$ cat src/rtl/timer_sequencer_if.sv
// timer_sequencer_if: command handshake bundle between a command source and the timer sequencer
interface timer_sequencer_if #(
  parameter int WORD_WIDTH   = 20,
  parameter int REPEAT_WIDTH = 8
);
  logic                    cmd_valid;
  logic                    cmd_ready;
  logic                    cmd_abort;
  logic [WORD_WIDTH-1:0]   cmd_period;
  logic [REPEAT_WIDTH-1:0] cmd_repeat;
  modport master (output cmd_valid, cmd_period, cmd_repeat, cmd_abort, input cmd_ready);
  modport slave  (input cmd_valid, cmd_period, cmd_repeat, cmd_abort, output cmd_ready);
endinterface

$ cat src/rtl/timer_sequencer.sv
// timer_sequencer: command-driven interval timer sequencing one binary down-counter; optional TIMER_SEQUENCER_PAUSE_EN adds a pause input
module timer_sequencer #(
  parameter int WORD_WIDTH   = 20,
  parameter int REPEAT_WIDTH = 8
) (
  input  logic                    clock,
  input  logic                    clear,
`ifdef TIMER_SEQUENCER_PAUSE_EN
  input  logic                    pause,
`endif
  timer_sequencer_if.slave        bus,
  output logic                    busy,
  output logic                    tick,
  output logic                    done,
  output logic                    aborted,
  output logic [WORD_WIDTH-1:0]   count,
  output logic [REPEAT_WIDTH-1:0] periods_left
);
  localparam logic [WORD_WIDTH-1:0]   ONE_W = WORD_WIDTH'(1);
  localparam logic [REPEAT_WIDTH-1:0] ONE_R = REPEAT_WIDTH'(1);
  typedef enum logic {IDLE, RUN} state_t;
  state_t                state;
  logic [WORD_WIDTH-1:0] period;
  logic                  run;
`ifdef TIMER_SEQUENCER_PAUSE_EN
  assign run = !pause;
`else
  assign run = 1'b1;
`endif
  assign bus.cmd_ready = (state == IDLE);
  // Sequencer: accept commands, count down, reload or finish on expiry, honour abort.
  // periods_left == 0 while running marks free-running mode, so no separate mode bit is kept.
  always_ff @(posedge clock or posedge clear) begin
    if (clear) begin
      state        <= IDLE;
      busy         <= 1'b0;
      tick         <= 1'b0;
      done         <= 1'b0;
      aborted      <= 1'b0;
      count        <= '0;
      periods_left <= '0;
      period       <= '0;
    end else begin
      tick    <= 1'b0;
      done    <= 1'b0;
      aborted <= 1'b0;
      if (state == IDLE) begin
        if (bus.cmd_valid) begin
          period       <= bus.cmd_period;
          periods_left <= bus.cmd_repeat;
          count        <= bus.cmd_period - ONE_W;
          state        <= RUN;
          busy         <= 1'b1;
        end
      end else if (run && count == '0) begin
        tick <= 1'b1;
        if (periods_left == ONE_R) begin
          state        <= IDLE;
          busy         <= 1'b0;
          done         <= 1'b1;
          periods_left <= '0;
        end else if (bus.cmd_abort) begin
          state        <= IDLE;
          busy         <= 1'b0;
          aborted      <= 1'b1;
          periods_left <= '0;
        end else begin
          count        <= period - ONE_W;
          periods_left <= (periods_left != '0) ? periods_left - ONE_R : periods_left;
        end
      end else if (bus.cmd_abort) begin
        state        <= IDLE;
        busy         <= 1'b0;
        aborted      <= 1'b1;
        periods_left <= '0;
      end else if (run) begin
        count <= count - ONE_W;
      end
    end
  end
endmodule

$ cat src/flat_wrapper.sv
// flat-port wrapper written by rule: the top's interface ports become plain ports
module timer_sequencer_flat 
#(
  parameter int WORD_WIDTH   = 20,
  parameter int REPEAT_WIDTH = 8
)
  (clock, clear, busy, tick, done, aborted, count, periods_left, bus_cmd_valid, bus_cmd_period, bus_cmd_repeat, bus_cmd_abort, bus_cmd_ready);
  timer_sequencer_if #(.WORD_WIDTH(WORD_WIDTH), .REPEAT_WIDTH(REPEAT_WIDTH)) bus_i ();
  input  logic clock;
  input  logic clear;
  output logic busy;
  output logic tick;
  output logic done;
  output logic aborted;
  output logic [WORD_WIDTH-1:0] count;
  output logic [REPEAT_WIDTH-1:0] periods_left;
  input wire logic [$bits(bus_i.cmd_valid)-1:0] bus_cmd_valid;
  input wire logic [$bits(bus_i.cmd_period)-1:0] bus_cmd_period;
  input wire logic [$bits(bus_i.cmd_repeat)-1:0] bus_cmd_repeat;
  input wire logic [$bits(bus_i.cmd_abort)-1:0] bus_cmd_abort;
  output wire logic [$bits(bus_i.cmd_ready)-1:0] bus_cmd_ready;
  assign bus_i.cmd_valid = bus_cmd_valid;
  assign bus_i.cmd_period = bus_cmd_period;
  assign bus_i.cmd_repeat = bus_cmd_repeat;
  assign bus_i.cmd_abort = bus_cmd_abort;
  assign bus_cmd_ready = bus_i.cmd_ready;
  timer_sequencer #(.WORD_WIDTH(WORD_WIDTH), .REPEAT_WIDTH(REPEAT_WIDTH)) u_core (.clock(clock), .clear(clear), .bus(bus_i), .busy(busy), .tick(tick), .done(done), .aborted(aborted), .count(count), .periods_left(periods_left));
endmodule
$ cat config.mk
export PLATFORM = sky130hd
export DESIGN_NAME = timer_sequencer_flat
export DESIGN_NICKNAME = d
export VERILOG_FILES = /design/src/rtl/timer_sequencer_if.sv /design/src/rtl/timer_sequencer.sv /design/src/flat_wrapper.sv
export SDC_FILE = /design/constraint.sdc
export NUM_CORES = 1
export LEC_CHECK = 0
export CAP_MARGIN = 10
export CORE_MARGIN = 3
export CORE_UTILIZATION = 35
export DETAILED_ROUTE_END_ITERATION = 8
export GPL_TIMING_DRIVEN = 0
export HOLD_SLACK_MARGIN = 0.12
export SLEW_MARGIN = 20
export SYNTH_ARGS = -nofsm -noshare
export SYNTH_HDL_FRONTEND = slang
export SYNTH_SLANG_ARGS = --single-unit
$ cat constraint.sdc
create_clock -name clock -period 5.7 [get_ports clock]
set_clock_uncertainty 0.15 [all_clocks]
set_input_delay 1.71 -clock clock [delete_from_list [all_inputs] [get_ports clock]]
set_output_delay 1.71 -clock clock [all_outputs]
set_load 0.005 [all_outputs]
==> flow_summary.yaml <==
run_status:
  run_status: "complete, no violations"
cts:
  htree_levels: 2
  numCtsBuffers: 5
  cts_root_buf: "clkbuf_8"
  holdBufCountCts: 0
  clk_path_buf_depth: 2
  clock_latency_ns: 0.33
  cts_tree: "yes"
  cts.reportedPaths.clkPinSlew_ns: 0.11
  clock-sinks: 53
  cts.repair.resized: 0
  cts_setup_buffers: 0
routing:
  drt-total-wl_microns: 10610
  vias: 3335
  post-route-drc-count: 0
  vias_per_cell: 5.861
  ant_nets: 0
  wl_per_cell_microns: 18.64
  dr.pass1.iters: 5
  drt-initial-drc-count: 261
synthesis:
  ys_seq_area_share_pct: 38.77
  ys_top_cells_by_area: "dfrtp_1 (39%), mux2_2 (12%), nor2_1 (3.5%)"
  post_synth.cell_area_avg_sq_um: 9.296
  synth_xor_area_share_pct: 2.304
  async_flop_share_pct: 100.0
  yosys_register_bits: 53
  synth_edf_count: 0
  synthFlopType: "dfrtp_1"
  synth_mux_area_share_pct: 13.28
  synth_nets: 403
  synth-compound-area-share_pct: 20.26
  synth_simple_gate_area_share_pct: 20.99
  synthAdderAreaFrac_pct: 1.097
  synth_top_family_by_area: "simple AND/OR/NAND/NOR gates"
  synth_top_area_cell: "dfrtp_1"
  postSynthCellCount: 368
  yosysWarnings: 0
  yosys.area.top_type_share_pct: 38.77
  ys_types: 64
  synth.cell_area_sq_um: 3421
power_and_ir_drop:
  p_int_uw: 865.2
  sw_frac_of_total_pct: 38.74
  cellLeakagePower_nw: 1.636
  p_per_area_nw_per_um2: 326.5
  p_sw_uw: 547.1
  comb_power_share_pct: 39.9
  peakVddDrop_mv: 0.1407
  seqPwrFrac_pct: 43.4
  p_clk_share_pct: 16.7
floorplan:
  die_width_microns: 104.9
  io_pins: 65
  die_h_microns: 104.9
  initial_core_util_pct: 36.50
  num_rows: 35
  die_area_sq_um: 11000
  coreArea_sq_um: 9371
timing:
  max_slew.worst_pin.slew_ns: 0.9693
  setup_ws_ns: 1.488
  rsz0062_at_grt: "no"
  finalCritPeriodShare_pct: 73.89
  slew_violations: 0
  max_slew_margin_pct: 34.83
  finalSetupViolCount: 0
  finalSetupTns_ns: 0
  max_freq_mhz: 237.4
  hold_viol: 0
  period_minus_slack_ns: 4.212
worst_setup_path:
  crit_family: "simple AND/OR/NAND/NOR gates"
  startpoint_type: "flip-flop"
  critPathBufInv: 3
  cp_cell_sequence: "nor4_1 > and3_1 > clkbuf_1 > nand3_1 > inv_2 > buf_2 > a21oi_1 > ha_1 > a21boi_0 > o31ai_2 > nor2_1 > and4_1 > o31ai_1"
  timing.rr.end: "u_core.count[16]"
  arrival_ns: 4.29
  rr_startpoint: "u_core.count[11]"
  critPathKind: "reg2reg"
  slowest_stage: "nor4_1"
  cp_max_fo: 10
  cp_data_required_time_ns: 5.78
  r2r_cells: 13
  slowest_delay_ns: 0.57
  rrSetupSlack_ns: 1.49
  cp-end-kind: "flip-flop"
final_layout:
  nets: 474
  diodes: 0
  fillCellCount: 952
  final_cell_area_sq_um: 4325
  layout-drive-gt1-share_pct: 15.23
  syn_to_final_growth_pct: 26.44
global_routing:
  use_met2_pct: 30.20
  antenna_found_initial: 0
  grt_util_all_layers_pct: 19.20
  met3_usage_pct: 3.953
  overflow: 0
  grt_pass1_wl_microns: 17170
  first_global_vias: 3266
  use_met1_pct: 26.89
  top_usage_layer: "met2"
  grt_max_degree: 54
placed_design:
  io_buffers: 64
  hpwl_microns: 7655
  place_area_sq_um: 4225
  gp_congestion: 0.8490
  place_ws_ns: 1.252
flow_run:
  maxCapViolCount: 0
hold_path:
  hold_class: "reg2reg"
  min-delay-start: "u_core.period[19]"
  hold_depth: 1
  holdPathEnd: "u_core.period[19]"
-- per-layer routing --
layer	up-vias	routed length (microns)	share of wire, %
met5	-	0	0
met4	0	137	1.3
met3	15	765	7.2
met2	169	5007	47
met1	1607	4697	44
li1	1544	-	-
-- how the worst max path moves through the flow --
stage                            startpoint          endpoint  slack (ns)  cells after the start
after global routing       u_core.count[11]  u_core.count[16]        1.18                     13
after detailed placement  bus_cmd_period[0]  u_core.count[18]        1.25                      9
after global placement    bus_cmd_period[0]  u_core.count[18]        1.25                      9
after CTS                  u_core.count[11]  u_core.count[16]        1.47                     13
final                      u_core.count[11]  u_core.count[16]        1.49                     13
after floorplan           bus_cmd_period[0]  u_core.count[18]        2.04                      8
-- final cells by class --
cell class                      count  area [sq um]  share of cell area [%]
Buffer                             17         78.83                   1.822
Multi-Input combinational cell    289          1987                   45.94
Tap cell                          129         161.4                   3.732
Inverter                            9         36.28                  0.8389
Sequential cell                    53          1326                   30.66
Clock inverter                      3         26.28                  0.6075
Timing Repair Buffer               64         640.6                   14.81
Clock buffer                        5         68.82                   1.591
-- power by group through the flow --
stage          logic, mW  registers (mW)  clock network, mW
6_report           0.564           0.613              0.236
5_1_grt            0.616           0.630              0.259
4_1_cts            0.564           0.609              0.242
3_5_place_dp       0.559           0.617                  0
3_3_place_gp       0.551           0.615                  0
2_1_floorplan      0.324           0.576                  0
-- registers in the layout (all words and copies together), names as in the netlist --
register / flops
u_core.count: 20
u_core.done: 1
u_core.period: 20
u_core.state: 1
u_core.periods_left: 8
u_core.aborted: 1
u_core.busy: 1
u_core.tick: 1
-- through the flow --
step	hold WS (ns)	utilization, %	power (mW)	cells
after floorplan	0.3307	-	0.8999	368
after global placement	0.3420	45.06	1.166	561
after detailed placement	0.3467	45.09	1.176	561
after CTS	0.3723	46.10	1.415	569
after global routing	0.4060	46.15	1.505	569
final	0.3673	46.15	1.412	569
-- logic make-up after synthesis --
group / count (synthesis)
adders and majority gates: 3
AOI/OAI and AO/OA: 101
DFF: 53
buffers and inverters: 26
xor gates and xnor gates: 9
muxes: 41
and+or+nand+nor: 135
-- cells in the mapped netlist (all sizes together), types with 3 or more instances --
cell type / n
dfrtp: 53
mux2: 35
nor2: 34
nand2: 29
a21oi: 22
o21ai: 18
nor3: 14
clkbuf: 12
o31ai: 12
a31oi: 11
nor4: 9
inv: 8
nand3: 7
and3: 6
mux2i: 6
or3: 6
or4: 6
xnor2: 6
and2: 5
buf: 5
nand2b: 5
a21o: 4
and4: 4
o211ai: 4
ha: 3
o31a: 3
xor2: 3
-- cell usage in the layout, fill, tap and decap left out, drive strengths merged, types with 3 or more instances in the layout --
| cell | Yosys | layout |
|---|---|---|
| xnor2 | 6 | 6 |
| a21oi | 22 | 22 |
| and2 | 5 | 5 |
| xor2 | 3 | 3 |
| buf | 5 | 5 |
| or3 | 6 | 6 |
| and4 | 4 | 4 |
| mux2 | 35 | 35 |
| nor3 | 14 | 14 |
| and3 | 6 | 6 |
| clkdlybuf4s50 | 0 | 64 |
| ha | 3 | 3 |
| o211ai | 4 | 4 |
| dfrtp | 53 | 53 |
| o31a | 3 | 3 |
| nor2 | 34 | 34 |
| o31ai | 12 | 12 |
| a21o | 4 | 4 |
| inv | 8 | 9 |
| o21ai | 18 | 18 |
| nand3 | 7 | 7 |
| nand2b | 5 | 5 |
| mux2i | 6 | 6 |
| clkinv | 1 | 3 |
| a31oi | 11 | 11 |
| clkbuf | 12 | 17 |
| nor4 | 9 | 9 |
| or4 | 6 | 6 |
| nand2 | 29 | 29 |
(Power assumes the default switching activity.)
==> edit 1, RTL diff (same flow settings) <==
`WORD_WIDTH` is set to 20 in 3 places; all go to 24.
--- a/src/rtl/timer_sequencer_if.sv
+++ b/src/rtl/timer_sequencer_if.sv
@@ -1,6 +1,6 @@
 // timer_sequencer_if: command handshake bundle between a command source and the timer sequencer
 interface timer_sequencer_if #(
-  parameter int WORD_WIDTH   = 20,
+  parameter int WORD_WIDTH   = 24,
   parameter int REPEAT_WIDTH = 8
 );
   logic                    cmd_valid;
--- a/src/rtl/timer_sequencer.sv
+++ b/src/rtl/timer_sequencer.sv
@@ -1,6 +1,6 @@
 // timer_sequencer: command-driven interval timer sequencing one binary down-counter; optional TIMER_SEQUENCER_PAUSE_EN adds a pause input
 module timer_sequencer #(
-  parameter int WORD_WIDTH   = 20,
+  parameter int WORD_WIDTH   = 24,
   parameter int REPEAT_WIDTH = 8
 ) (
   input  logic                    clock,
--- a/src/flat_wrapper.sv
+++ b/src/flat_wrapper.sv
@@ -1,7 +1,7 @@
 // flat-port wrapper written by rule: the top's interface ports become plain ports
 module timer_sequencer_flat 
 #(
-  parameter int WORD_WIDTH   = 20,
+  parameter int WORD_WIDTH   = 24,
   parameter int REPEAT_WIDTH = 8
 )
   (clock, clear, busy, tick, done, aborted, count, periods_left, bus_cmd_valid, bus_cmd_period, bus_cmd_repeat, bus_cmd_abort, bus_cmd_ready);
Ports: changed (resized bus_cmd_period and count); port bits go from 65 to 73. The function was not compared with the original's and may differ.
==> edit 1 against the unedited design <==
- highest routed layer unchanged
- clock power grew 100%
- setup slack worse by 0.51 ns
- critical path depth is 4 higher
- sequential cell count increased by 8
- area after synthesis is 8.4% higher
- final area is 12% higher
- first-iteration DRC count rose by 29%
- power rose by 26%
- sequential share of layout area grew 0.72 points
- wire length grew 15%
- core utilization rose by 2.3 points
- cell count is 14% higher
- largest cell class unchanged
- sequential power grew 12%
==> edit 1: results (changes against the unedited design) <==
stage;metric;value;unit;change
outcome;outcome;finished, final reports clean;;
drt;drt-vias-per-instance;5.75;;-1.9%
timing;fin_ws;0.977;ns;-0.512 ns
place;dp_slack;1.09;ns;-0.164 ns
layout;top_regs;u_core.count x24, u_core.period x24, u_core.periods_left x8;;
timing;max_slew_margin;0.494;;+0.146
global_routing;grt_usage;0.210;;+0.0179
layout;multi_input_area_share;0.419;;-0.0404
worst_setup_path;cpMaxStageDelayCell;clkbuf_1;;
yosys;syn_avg_cell_area;8.70;µm²;-6.4%
place;portBuffers;72;;+13%
layout;num-nonclk-inverters;11;;+2
worst_setup_path;rr_worst_depth;17;;+4
global_routing;grt_pass1_wl;19100;µm;+11%
global_routing;met2_usage;0.325;;+0.0225
clock_network;numCtsBuffers;9;;+4
layout;regArea;0.00153;mm²;+15%
global_routing;met3_usage;0.0361;;-0.00341
place;place_inst;632;;+13%
drt;wirelength_met1;5470;µm;+17%
power;power_density;366;mW/mm²;+12%
layout;non_clock_buffer_count;98;;+21%
drt;wl_met3;967;µm;+26%
worst_setup_path;cp_top_family;buffers and inverters;;
layout;nClkBuffers;12;;+7
layout;layout.nets;549;;+16%
clock_network;htreeDepth;3;;+1
global_routing;grt_pass1_vias;3523;;+7.9%
clock_network;clk_latency;0.35;ns;+0.02 ns
clock_network;clock_sinks;61;;+15%
layout;fill_cells;953;;+0.11%
hold_path;worstHoldStart;u_core.period[19];;
yosys;yosysSeqAreaShare;0.412;;+0.0240
worst_setup_path;slowest_delay;0.52;ns;-0.05 ns
layout;layout.nonclk_buf_frac;0.175;;+0.00831
drt;wl_met2;5540;µm;+11%
yosys;synth_area_leaders;dfrtp_1 (41%), mux2_2 (8.2%), a21oi_1 (7.2%);;
power;internal_power;1.17;mW;+35%
layout;clkCellAreaFrac;0.0494;;+0.0274
place;post_dp_cell_area;0.00462;mm²;+9.4%
layout;fin_area;0.00486;mm²;+12%
global_routing;grt_start_max_net_pins;46;;-15%
yosys;synth.distinct_cells;57;;-11%
power;powerSeq;0.688;mW;+12%
worst_setup_path;crit_end;u_core.count[10];;
place;gp_congestion;0.890;;+4.8%
drt;wl_per_cell;18.8;µm;+0.95%
global_routing;use_met1;0.291;;+0.0224
clock_network;clkSlewWorstSetupHoldPaths;0.07;ns;-0.04 ns
power;peakVddDrop;0.180;mV;+28%
layout;drive_above_1_share;0.120;;-0.0319
yosys;yosys-top-cells-count;dfrtp_1 (61), nor2_1 (60), a21oi_1 (53);;
timing;hold_slack;0.356;ns;-0.0112 ns
worst_setup_path;r2r-start;u_core.count[1];;
-- edit 1: cell count changes after synthesis, sizes merged, moves of 5 or more --
cell,delta
o31ai,-10
dfrtp,+8
mux2,-8
a21oi,+32
o211ai,+5
o21ai,+19
buf,+5
xnor2,+5
nand2,-9
nor2,+27
-- edit 1: kinds of logic after synthesis --
family / after synthesis / synth area share
compound gates: 137 / 0.221
xor+xnor: 14 / 0.0331
fa+ha+maj: 3 / 0.0101
buf+inv: 36 / 0.0385
flops: 61 / 0.412
mux: 30 / 0.0901
simple gates: 145 / 0.195
-- edit 1: worst reg2reg max path, delay by kind of cell (launching register included) --
kind                     cells  cell delay [ns]
buffers and inverters        4             1.44
AND/OR/NAND/NOR              6             1.23
AO/OA/AOI/OAI                5             0.85
flip-flops                   1             0.43
adder cells (fa/ha/maj)      1             0.27
XOR/XNOR                     1             0.19
